===== src/rtl/mem_cfg_pkg.sv =====
// rtl/mem_cfg_pkg.sv - shared memory-access types for interleaved_memory and its LSU front end
// Purpose: access width encoding, LSU state encoding and the width-to-byte-count helper.
// Ports: none (package).
package mem_cfg_pkg;

   typedef enum logic [1:0] {
      BYTE = 2'd0,
      HALF = 2'd1,
      WORD = 2'd2
   } mem_width_t;

   typedef enum logic [1:0] {
      IDLE   = 2'd0,
      ACCESS = 2'd1,
      WAIT   = 2'd2,
      RESP   = 2'd3
   } lsu_state_t;

   // Number of bytes touched by an access of the given width.
   function automatic logic [2:0] width_bytes(input mem_width_t w);
      case (w)
         BYTE:    width_bytes = 3'd1;
         HALF:    width_bytes = 3'd2;
         default: width_bytes = 3'd4;
      endcase
   endfunction

endpackage


===== src/rtl/mem_access_check.sv =====
// rtl/mem_access_check.sv - combinational legality check for one LSU access
// Purpose: flags accesses that run past the end of a 2**ADDR_W byte memory.
//          With MEM_LSU_MISALIGN_TRAP_EN defined, misaligned HALF/WORD accesses are flagged too.
// Ports:
//   i_addr  [ADDR_W-1:0]  byte address of the access
//   i_width mem_width_t   access width
//   o_err   1             access must be rejected
module mem_access_check
   import mem_cfg_pkg::*;
#(
   parameter int ADDR_W = 10
) (
   input  logic [ADDR_W-1:0] i_addr,
   input  mem_width_t        i_width,
   output logic              o_err
);

   localparam logic [ADDR_W:0] MEM_BYTES = {1'b1, {ADDR_W{1'b0}}};

   logic [ADDR_W:0] w_bytes;
   logic [ADDR_W:0] w_end;
   logic            w_misalign;

   // End address is computed one bit wider than the address so it cannot wrap.
   always_comb begin
      w_bytes      = '0;
      w_bytes[2:0] = width_bytes(i_width);
      w_end        = {1'b0, i_addr} + w_bytes;
   end

`ifdef MEM_LSU_MISALIGN_TRAP_EN
   assign w_misalign = ((i_width == HALF) && i_addr[0]) ||
                       ((i_width == WORD) && (i_addr[1:0] != 2'b00));
`else
   assign w_misalign = 1'b0;
`endif

   assign o_err = (w_end > MEM_BYTES) || w_misalign;

endmodule


===== src/rtl/mem_lsu_adapter.sv =====
// rtl/mem_lsu_adapter.sv - single-outstanding load/store front end for interleaved_memory
// Purpose: accepts one request at a time, drives the memory port from registers, waits out the
//          memory read latency and presents the result in a held response register.
//          Optional macro MEM_LSU_MISALIGN_TRAP_EN (in mem_access_check) rejects misaligned accesses.
// Ports:
//   clk_i, rst_i                     clock, synchronous active-high reset
//   req_valid_i/req_ready_o          request handshake
//   req_addr_i/we/width/sign/data    request fields
//   rsp_valid_o/rsp_ready_i          response handshake
//   rsp_data_o, rsp_err_o            load data (0 for stores/errors), rejection flag
//   mem_addr_o/width/sign_extend/we/data_o, mem_data_i   memory port
module mem_lsu_adapter
   import mem_cfg_pkg::*;
#(
   parameter int ADDR_W       = 10,
   parameter int READ_LATENCY = 1    // 1..4
) (
   input  logic              clk_i,
   input  logic              rst_i,
   input  logic              req_valid_i,
   output logic              req_ready_o,
   input  logic [ADDR_W-1:0] req_addr_i,
   input  logic              req_we_i,
   input  mem_width_t        req_width_i,
   input  logic              req_sign_i,
   input  logic [31:0]       req_data_i,
   output logic              rsp_valid_o,
   input  logic              rsp_ready_i,
   output logic [31:0]       rsp_data_o,
   output logic              rsp_err_o,
   output logic [ADDR_W-1:0] mem_addr_o,
   output mem_width_t        mem_width_o,
   output logic              mem_sign_extend_o,
   output logic              mem_we_o,
   output logic [31:0]       mem_data_o,
   input  logic [31:0]       mem_data_i
);

   localparam logic [1:0] LAST_CNT = 2'(READ_LATENCY - 1);

   lsu_state_t        r_state;
   lsu_state_t        w_next;
   logic              w_req_ready;
   logic              w_rsp_valid;
   logic              w_err;

   logic [ADDR_W-1:0] r_mem_addr;
   mem_width_t        r_mem_width;
   logic              r_mem_sign;
   logic              r_mem_we;
   logic [31:0]       r_mem_data;
   logic [1:0]        r_cnt;
   logic [31:0]       r_rsp_data;
   logic              r_rsp_err;

   mem_access_check #(
      .ADDR_W (ADDR_W)
   ) u_check (
      .i_addr  (req_addr_i),
      .i_width (req_width_i),
      .o_err   (w_err)
   );

   always_ff @(posedge clk_i) begin
      if (rst_i) begin
         r_state <= IDLE;
      end else begin
         r_state <= w_next;
      end
   end

   always_comb begin
      w_next      = r_state;
      w_req_ready = 1'b0;
      w_rsp_valid = 1'b0;
      case (r_state)
         IDLE: begin
            w_req_ready = 1'b1;
            if (req_valid_i) begin
               w_next = w_err ? RESP : ACCESS;
            end
         end
         // r_mem_we still holds the registered request type during ACCESS.
         ACCESS:  w_next = r_mem_we ? RESP : WAIT;
         WAIT: begin
            if (r_cnt == LAST_CNT) begin
               w_next = RESP;
            end
         end
         RESP: begin
            w_rsp_valid = 1'b1;
            if (rsp_ready_i) begin
               w_next = IDLE;
            end
         end
         default: w_next = IDLE;
      endcase
   end

   // The memory port registers double as the request register, so the ACCESS cycle
   // sees the accepted request directly and WAIT holds address/width/sign for free.
   // Rejected requests leave the memory port untouched.
   always_ff @(posedge clk_i) begin
      if (rst_i) begin
         r_mem_addr  <= '0;
         r_mem_width <= BYTE;
         r_mem_sign  <= 1'b0;
         r_mem_we    <= 1'b0;
         r_mem_data  <= '0;
         r_cnt       <= '0;
         r_rsp_data  <= '0;
         r_rsp_err   <= 1'b0;
      end else begin
         case (r_state)
            IDLE: begin
               if (req_valid_i) begin
                  if (w_err) begin
                     r_rsp_err  <= 1'b1;
                     r_rsp_data <= '0;
                  end else begin
                     r_mem_addr  <= req_addr_i;
                     r_mem_width <= req_width_i;
                     r_mem_sign  <= req_sign_i;
                     r_mem_data  <= req_data_i;
                     r_mem_we    <= req_we_i;
                  end
               end
            end
            ACCESS: begin
               r_mem_we <= 1'b0;
               r_cnt    <= '0;
               if (r_mem_we) begin
                  r_rsp_data <= '0;
               end
            end
            WAIT: begin
               r_cnt <= r_cnt + 2'd1;
               if (r_cnt == LAST_CNT) begin
                  r_rsp_data <= mem_data_i;
               end
            end
            RESP: begin
               if (rsp_ready_i) begin
                  r_rsp_err <= 1'b0;
               end
            end
            default: ;
         endcase
      end
   end

   assign req_ready_o       = w_req_ready;
   assign rsp_valid_o       = w_rsp_valid;
   assign rsp_data_o        = r_rsp_data;
   assign rsp_err_o         = r_rsp_err;
   assign mem_addr_o        = r_mem_addr;
   assign mem_width_o       = r_mem_width;
   assign mem_sign_extend_o = r_mem_sign;
   assign mem_we_o          = r_mem_we;
   assign mem_data_o        = r_mem_data;

endmodule

===== config.mk =====
export PLATFORM = sky130hd
export DESIGN_NAME = mem_lsu_adapter
export DESIGN_NICKNAME = d
export VERILOG_FILES = /design/src/rtl/mem_cfg_pkg.sv /design/src/rtl/mem_access_check.sv /design/src/rtl/mem_lsu_adapter.sv
export SDC_FILE = /design/constraint.sdc
export NUM_CORES = 1
export LEC_CHECK = 0
export BUFFER_PORTS_ARGS = -buffer_cell sky130_fd_sc_hd__buf_4
export CORE_UTILIZATION = 34
export CTS_CLUSTER_DIAMETER = 60
export DETAILED_ROUTE_END_ITERATION = 12
export GPL_TIMING_DRIVEN = 1
export PLACE_DENSITY = 0.59
export SLEW_MARGIN = 20
export SYNTH_ARGS = -nofsm -noshare
export SYNTH_HDL_FRONTEND = slang
export SYNTH_HIERARCHICAL = 1
export SYNTH_SLANG_ARGS = --single-unit

===== constraint.sdc =====
create_clock -name clk_i -period 5.25 [get_ports clk_i]
set_input_delay 0 -clock clk_i [delete_from_list [all_inputs] [get_ports clk_i]]
set_output_delay 0 -clock clk_i [all_outputs]
set_load 0.005 [all_outputs]

# Word level (Yosys, flattened, before mapping)
# Cells that the tools add are included.
[word_totals] regBits=83 out_inout_bits=81
[op_classes] bitwise=1 eq_ne=10 order_cmp=1 n_reduce_logical=12 n_addsub=2 muxes=22
[op_table] op="32-bit two-way mux" n=4
[op_table] op="32-bit one-hot mux with 3 select lines" n=1
[op_table] op="2-bit != test, second input constant" n=6
[op_table] op="10-bit by 3-bit adder with 11-bit output" n=1
[op_table] op="11-bit > comparator, second input constant" n=1
[op_table] op="3-bit AND reduction" n=3
[op_table] op="1-bit two-way mux" n=8
[op_table] op="2-bit two-way mux" n=4
[op_table] op="2-bit one-hot mux with 4 select lines" n=1
[op_table] op="2-bit zero test" n=3
[op_table] op="3-bit one-hot mux with 2 select lines" n=1
[op_table] op="2-bit nonzero test" n=3
[op_table] op="5-bit AND reduction" n=1
[op_table] op="2-bit by 1-bit equality test with 1-bit output, second input constant" n=2
[op_table] op="2-bit equality test, second input constant" n=2
[op_table] op="1-bit one-hot mux with 2 select lines" n=2
[op_table] op="2-bit one-hot mux with 2 select lines" n=1
[op_table] op="4-bit AND reduction" n=1
[op_table] op="3-bit nonzero test" n=1
[op_table] op="2-bit by 1-bit adder with 2-bit output, second input constant" n=1
[op_table] op="1-bit NOT" n=1

# Longest topological paths before layout
[logic_depth] depth_word=7 ltp_mapped=12

# By module
# The synthesis kept the hierarchy.
[modules_own_cells] mod="mem_lsu_adapter" cells_each=386 n_inst=1 area_per_inst_um2=3470.8
[modules_own_cells] mod="mem_access_check" cells_each=23 n_inst=1 area_per_inst_um2=161.4

# Worst setup path after synthesis
# No wires, ideal clock.
[synth_timing] kind="input port to flip-flop" start="input port req_width_i[0]" end="register r_mem_data[20], in the netlist mem_data_o[20]" setup_time_ns=0.070 path_stages=12 path_slack_ns=3.137 arrival_ns=2.042 cell_sequence="nor2_1 -> ha_1 -> inv_1 -> fa_1 -> xnor2_1 -> nor4b_1 -> a21oi_1 -> and3b_2 -> buf_2 -> clkbuf_1 -> nand2_1 -> a21oi_1"
[synth_between] elab_chain_len=6
[synth_lines] element="start: declaration" line="mem_lsu_adapter.sv:24" rtl="input mem_width_t req_width_i,"
[synth_lines] element="2-bit by 1-bit equality test with 1-bit output or 2-bit zero test (tied branches)" line="mem_cfg_pkg.sv:21" rtl="case (w)"
[synth_lines] element="3-bit one-hot mux with 2 select lines (*)" line="mem_cfg_pkg.sv:21"
[synth_lines] element="10-bit by 3-bit adder with 11-bit output (*)" line="mem_access_check.sv:28" rtl="w_end = {1'b0, i_addr} + w_bytes;"
[synth_lines] element="11-bit > comparator (*)" line="mem_access_check.sv:38" rtl="assign o_err = (w_end > MEM_BYTES) || w_misalign;"
[synth_lines] element="via w_err" line="mem_lsu_adapter.sv:45" rtl="logic w_err;"
[synth_lines] element="1-bit NOT (no source line) (*)"
[synth_lines] element="3-bit AND reduction (no source line) (*)"
[synth_lines] element="end signal: assignment" line="mem_lsu_adapter.sv:124" rtl="r_mem_data <= req_data_i;"
[synth_lines] element="end: declaration" line="mem_lsu_adapter.sv:51" rtl="logic [31:0] r_mem_data;"
# The timed path passes the listed nets; every way through them passes the cells marked *.
# A chain may end at the register's enable or synchronous reset.

# Final worst setup path
[layout_timing] start="input port req_width_i[0]" end="register r_rsp_data[15], in the netlist rsp_data_o[15]"
[layout_between] elab_chain_len=6
[layout_lines] element="2-bit by 1-bit equality test with 1-bit output or 2-bit zero test (tied branches)" line="mem_cfg_pkg.sv:21"
[layout_lines] element="3-bit one-hot mux with 2 select lines (*)" line="mem_cfg_pkg.sv:21"
[layout_lines] element="10-bit by 3-bit adder with 11-bit output (*)" line="mem_access_check.sv:28"
[layout_lines] element="11-bit > comparator (*)" line="mem_access_check.sv:38"
[layout_lines] element="via w_err" line="mem_lsu_adapter.sv:45"
[layout_lines] element="2-bit != test (no source line) (*)"
[layout_lines] element="5-bit AND reduction (no source line) (*)"
[layout_lines] element="end signal: assignment" line="mem_lsu_adapter.sv:139" rtl="r_rsp_data <= mem_data_i;"
[layout_lines] element="end: declaration" line="mem_lsu_adapter.sv:53" rtl="logic [31:0] r_rsp_data;"
# Marked as above.

==> results.cfg <==
[grt]
grt_pass1_vias = 3717
grt_pass1_wl_um = 17200
antenna_found_initial = 0
grt_max_degree = 116
grt_usage = 0.192
overflow = 0

[synth]
synth_cells = 409
synth-adder-area-share = 0.0365
synth_seq_cells = 83
yosysWarnings = 6
ys_types = 38
synth_edf_count = 0
syn_avg_cell_area_um2 = 8.88
syn_area_um2 = 3630
synth.yosys.seq_area_share = 0.457
yosys.area_share.simple = 0.257
syn_nets = 501
yosys-top-cells-area = dfxtp_1 46%, nand2_1 9.6%, mux2i_1 9.1%
synthMuxAreaShare = 0.0940
ys_async_sr_fraction = 0
yosysMostFrequentCell = nand2_1
synth_top_area_cell = dfxtp_1
synth-compound-area-share = 0.0927
synth_common_cells = 93 x nand2_1, 83 x dfxtp_1, 50 x a21oi_1
synth_ff_type = dfxtp_1
synth_top_family_by_area = simple AND/OR/NAND/NOR gates
yosysTopAreaCellShare = 0.457
synth_xor_area_frac = 0.00241

[run]
maxCapViolCount = 0

[timing]
setup_viol = 0
skew_ns = 0.00715
slew_viol_final = 0
period_needed_ns = 2.97
fmax_mhz = 336
relSlewSlack = 0.356
setup_tns_ns = 0
worstMarginPinSlew_ns = 0.966
hold_viol = 0
timing.final.crit_share = 0.567
rsz0062_at_grt = false

[detailed_routing]
drc = 0
vias = 3559
dr.pass1.iters = 4
drtIter0Drc = 148
antenna_left = 0
via_per_inst = 4.59
wire_per_inst_um = 13.4
routed_wl_um = 10400

[floorplan]
dieWidth_um = 105
num_rows = 37
core_um2 = 10300
dieArea_um2 = 11100
start_util = 0.352
num_io_pins = 163
die_h_um = 105

[pwr]
switching_share = 0.320
power.density_nw_per_um2 = 338
vdd_drop_max_mv = 0.149
clockPowerShare = 0.260
p_leak_nw = 2.50
p_sw_mw = 0.641
seqPwrFrac = 0.381
combPwrFrac = 0.359
p_int_mw = 1.36

[worst_setup_path]
setup.worst_path.start = req_width_i[0]
endpoint = rsp_data_o[15]$_SDFFE_PP0P_
reg2reg_from = r_state[0]$_SDFFE_PP0P_
start_kind = input pin
critPathRequiredTime_ns = 5.52
crit_fanout = 32
crit_path_end_kind = register
crit_arrival_ns = 3.25
critPathMaxStageDelay_ns = 0.53
r2r_setup_slack_ns = 2.96
cp_cell_sequence = dlygate4sd3_1, buf_4, nor2_1, ha_1, inv_1, fa_1, xnor2_1, nor4b_1, a21oi_1, mux2i_1, nor4bb_4, buf_4, mux2i_1
reg2reg_depth = 7
critPathKind = in -> reg
timing.rr.end = rsp_data_o[15]$_SDFFE_PP0P_
cpMaxStageDelayCell = dlygate4sd3_1

[run_status]
status = completed

[final_layout]
layout-drive-gt1-share = 0.294
fin_area_um2 = 5910
syn_to_final_growth_pct = 62.7
antenna_cells = 0
fin_nets = 727

[clock_tree]
cts.path.max_buffers = 2
cts_resized = 0
cts_tree = done
cts.sinks = 83
cts.htree.levels = 3
cts_setup_buffers = 0
cts-buffers-inserted = 9
clkTransAtPathRegs_ns = 0.08
cts-root-buf = clkbuf_8
clk_latency_ns = 0.35

[place]
numPortBuffers = 162
gp_congestion = 0.754
placed_area_um2 = 4890
dpl.hpwl_um = 6340

[worst_hold_path]
holdCritPathClass = in -> reg
[power by group through the flow]
stage / clock network, mW / logic [mW] / registers [mW]
global route: 0.563 / 0.793 / 0.774
global placement: 0 / 0.655 / 0.774
floorplan: 0 / 0.441 / 0.775
CTS: 0.540 / 0.722 / 0.762
finish: 0.519 / 0.718 / 0.762
detailed placement: 0 / 0.672 / 0.776
[layout by cell type, fill, tap and decap left out, drive strengths merged, types with 2 or more instances in the layout]
master and n:
a31oi 2, nand2 93, bufinv 2, clkbuf 11, dfxtp 83, nand3 3
clkinv 2, nor2 3, inv 9, mux2i 33, nand2b 38, o21ai 2
nand3b 33, a21oi 50, a211oi 2, ha 9, buf 167, dlygate4sd3 79
[final cells by class]
type                       instances  area [um2]
clock inverter                     4        73.8
fill                             876        4410
sequential                        83        1660
clock buffer                      11         151
multi-input combinational        286        1770
tap                              136         170
timing repair buffer             246        2050
inverter                           9        33.8
[cells by family (layout without fill, tap and decap cells)]
family | Yosys count | after routing
simple gates | 179 | 179
flops | 83 | 83
fa+ha+maj | 10 | 10
mux | 34 | 34
xor+xnor | 1 | 1
compound gates | 62 | 62
buf+inv | 40 | 270
[worst max-delay path, delay by kind of cell]
family | cells | cell delay (ns)
AOI/OAI and AO/OA | 1 | 0.33
xor gates and xnor gates | 1 | 0.17
adders and majority gates | 2 | 0.57
buffers and inverters | 4 | 1.23
muxes | 2 | 0.47
and+or+nand+nor | 3 | 0.46
[stage by stage]
stage	cells	setup WS (ns)	util	hold slack [ns]	total power, mW
floorplan	409	3.14	-	0.136	1.22
global placement	679	2.02	0.472	0.246	1.43
detailed placement	681	2.47	0.474	0.256	1.45
CTS	775	2.29	0.573	0.0449	2.02
global route	775	2.04	0.573	0.137	2.13
finish	775	2.28	0.573	0.0621	2.00
[layer usage]
layer	GRT usage	wire length, um	up-vias
li1	-	-	1801
met1	0.225	4480	1626
met2	0.330	5010	117
met3	0.0569	756	15
met4	0.0755	169	0
met5	0	0	-
[how the worst min path moves through the flow]
stage / end / start / slack (ns) / depth (start not counted)
3_3_place_gp: mem_data_o[31]$_SDFFE_PP0P_ / req_data_i[31] / 0.25 / 3
5_1_grt: rsp_err_o$_SDFFE_PP0P_ / req_valid_i / 0.14 / 4
2_1_floorplan: mem_addr_o[0]$_SDFFE_PP0P_ / req_addr_i[0] / 0.14 / 2
6_report: rsp_err_o$_SDFFE_PP0P_ / req_valid_i / 0.06 / 4
4_1_cts: rsp_err_o$_SDFFE_PP0P_ / req_valid_i / 0.04 / 4
3_5_place_dp: mem_sign_extend_o$_SDFFE_PP0P_ / req_sign_i / 0.26 / 3
[state kept, by name, summed over array words and instances (netlist names)]
name,count
mem_addr_o,10
mem_data_o,32
mem_sign_extend_o,1
mem_we_o,1
mem_width_o,2
r_cnt,2
r_state,2
rsp_data_o,32
rsp_err_o,1
[what timing repair did]
item                                    4_1_cts  5_1_grt
hold buffers                                 79        0
endpoints found under the setup margin        0        0
hold endpoints to repair                     79        0
Power figures use the tool's default switching activity.
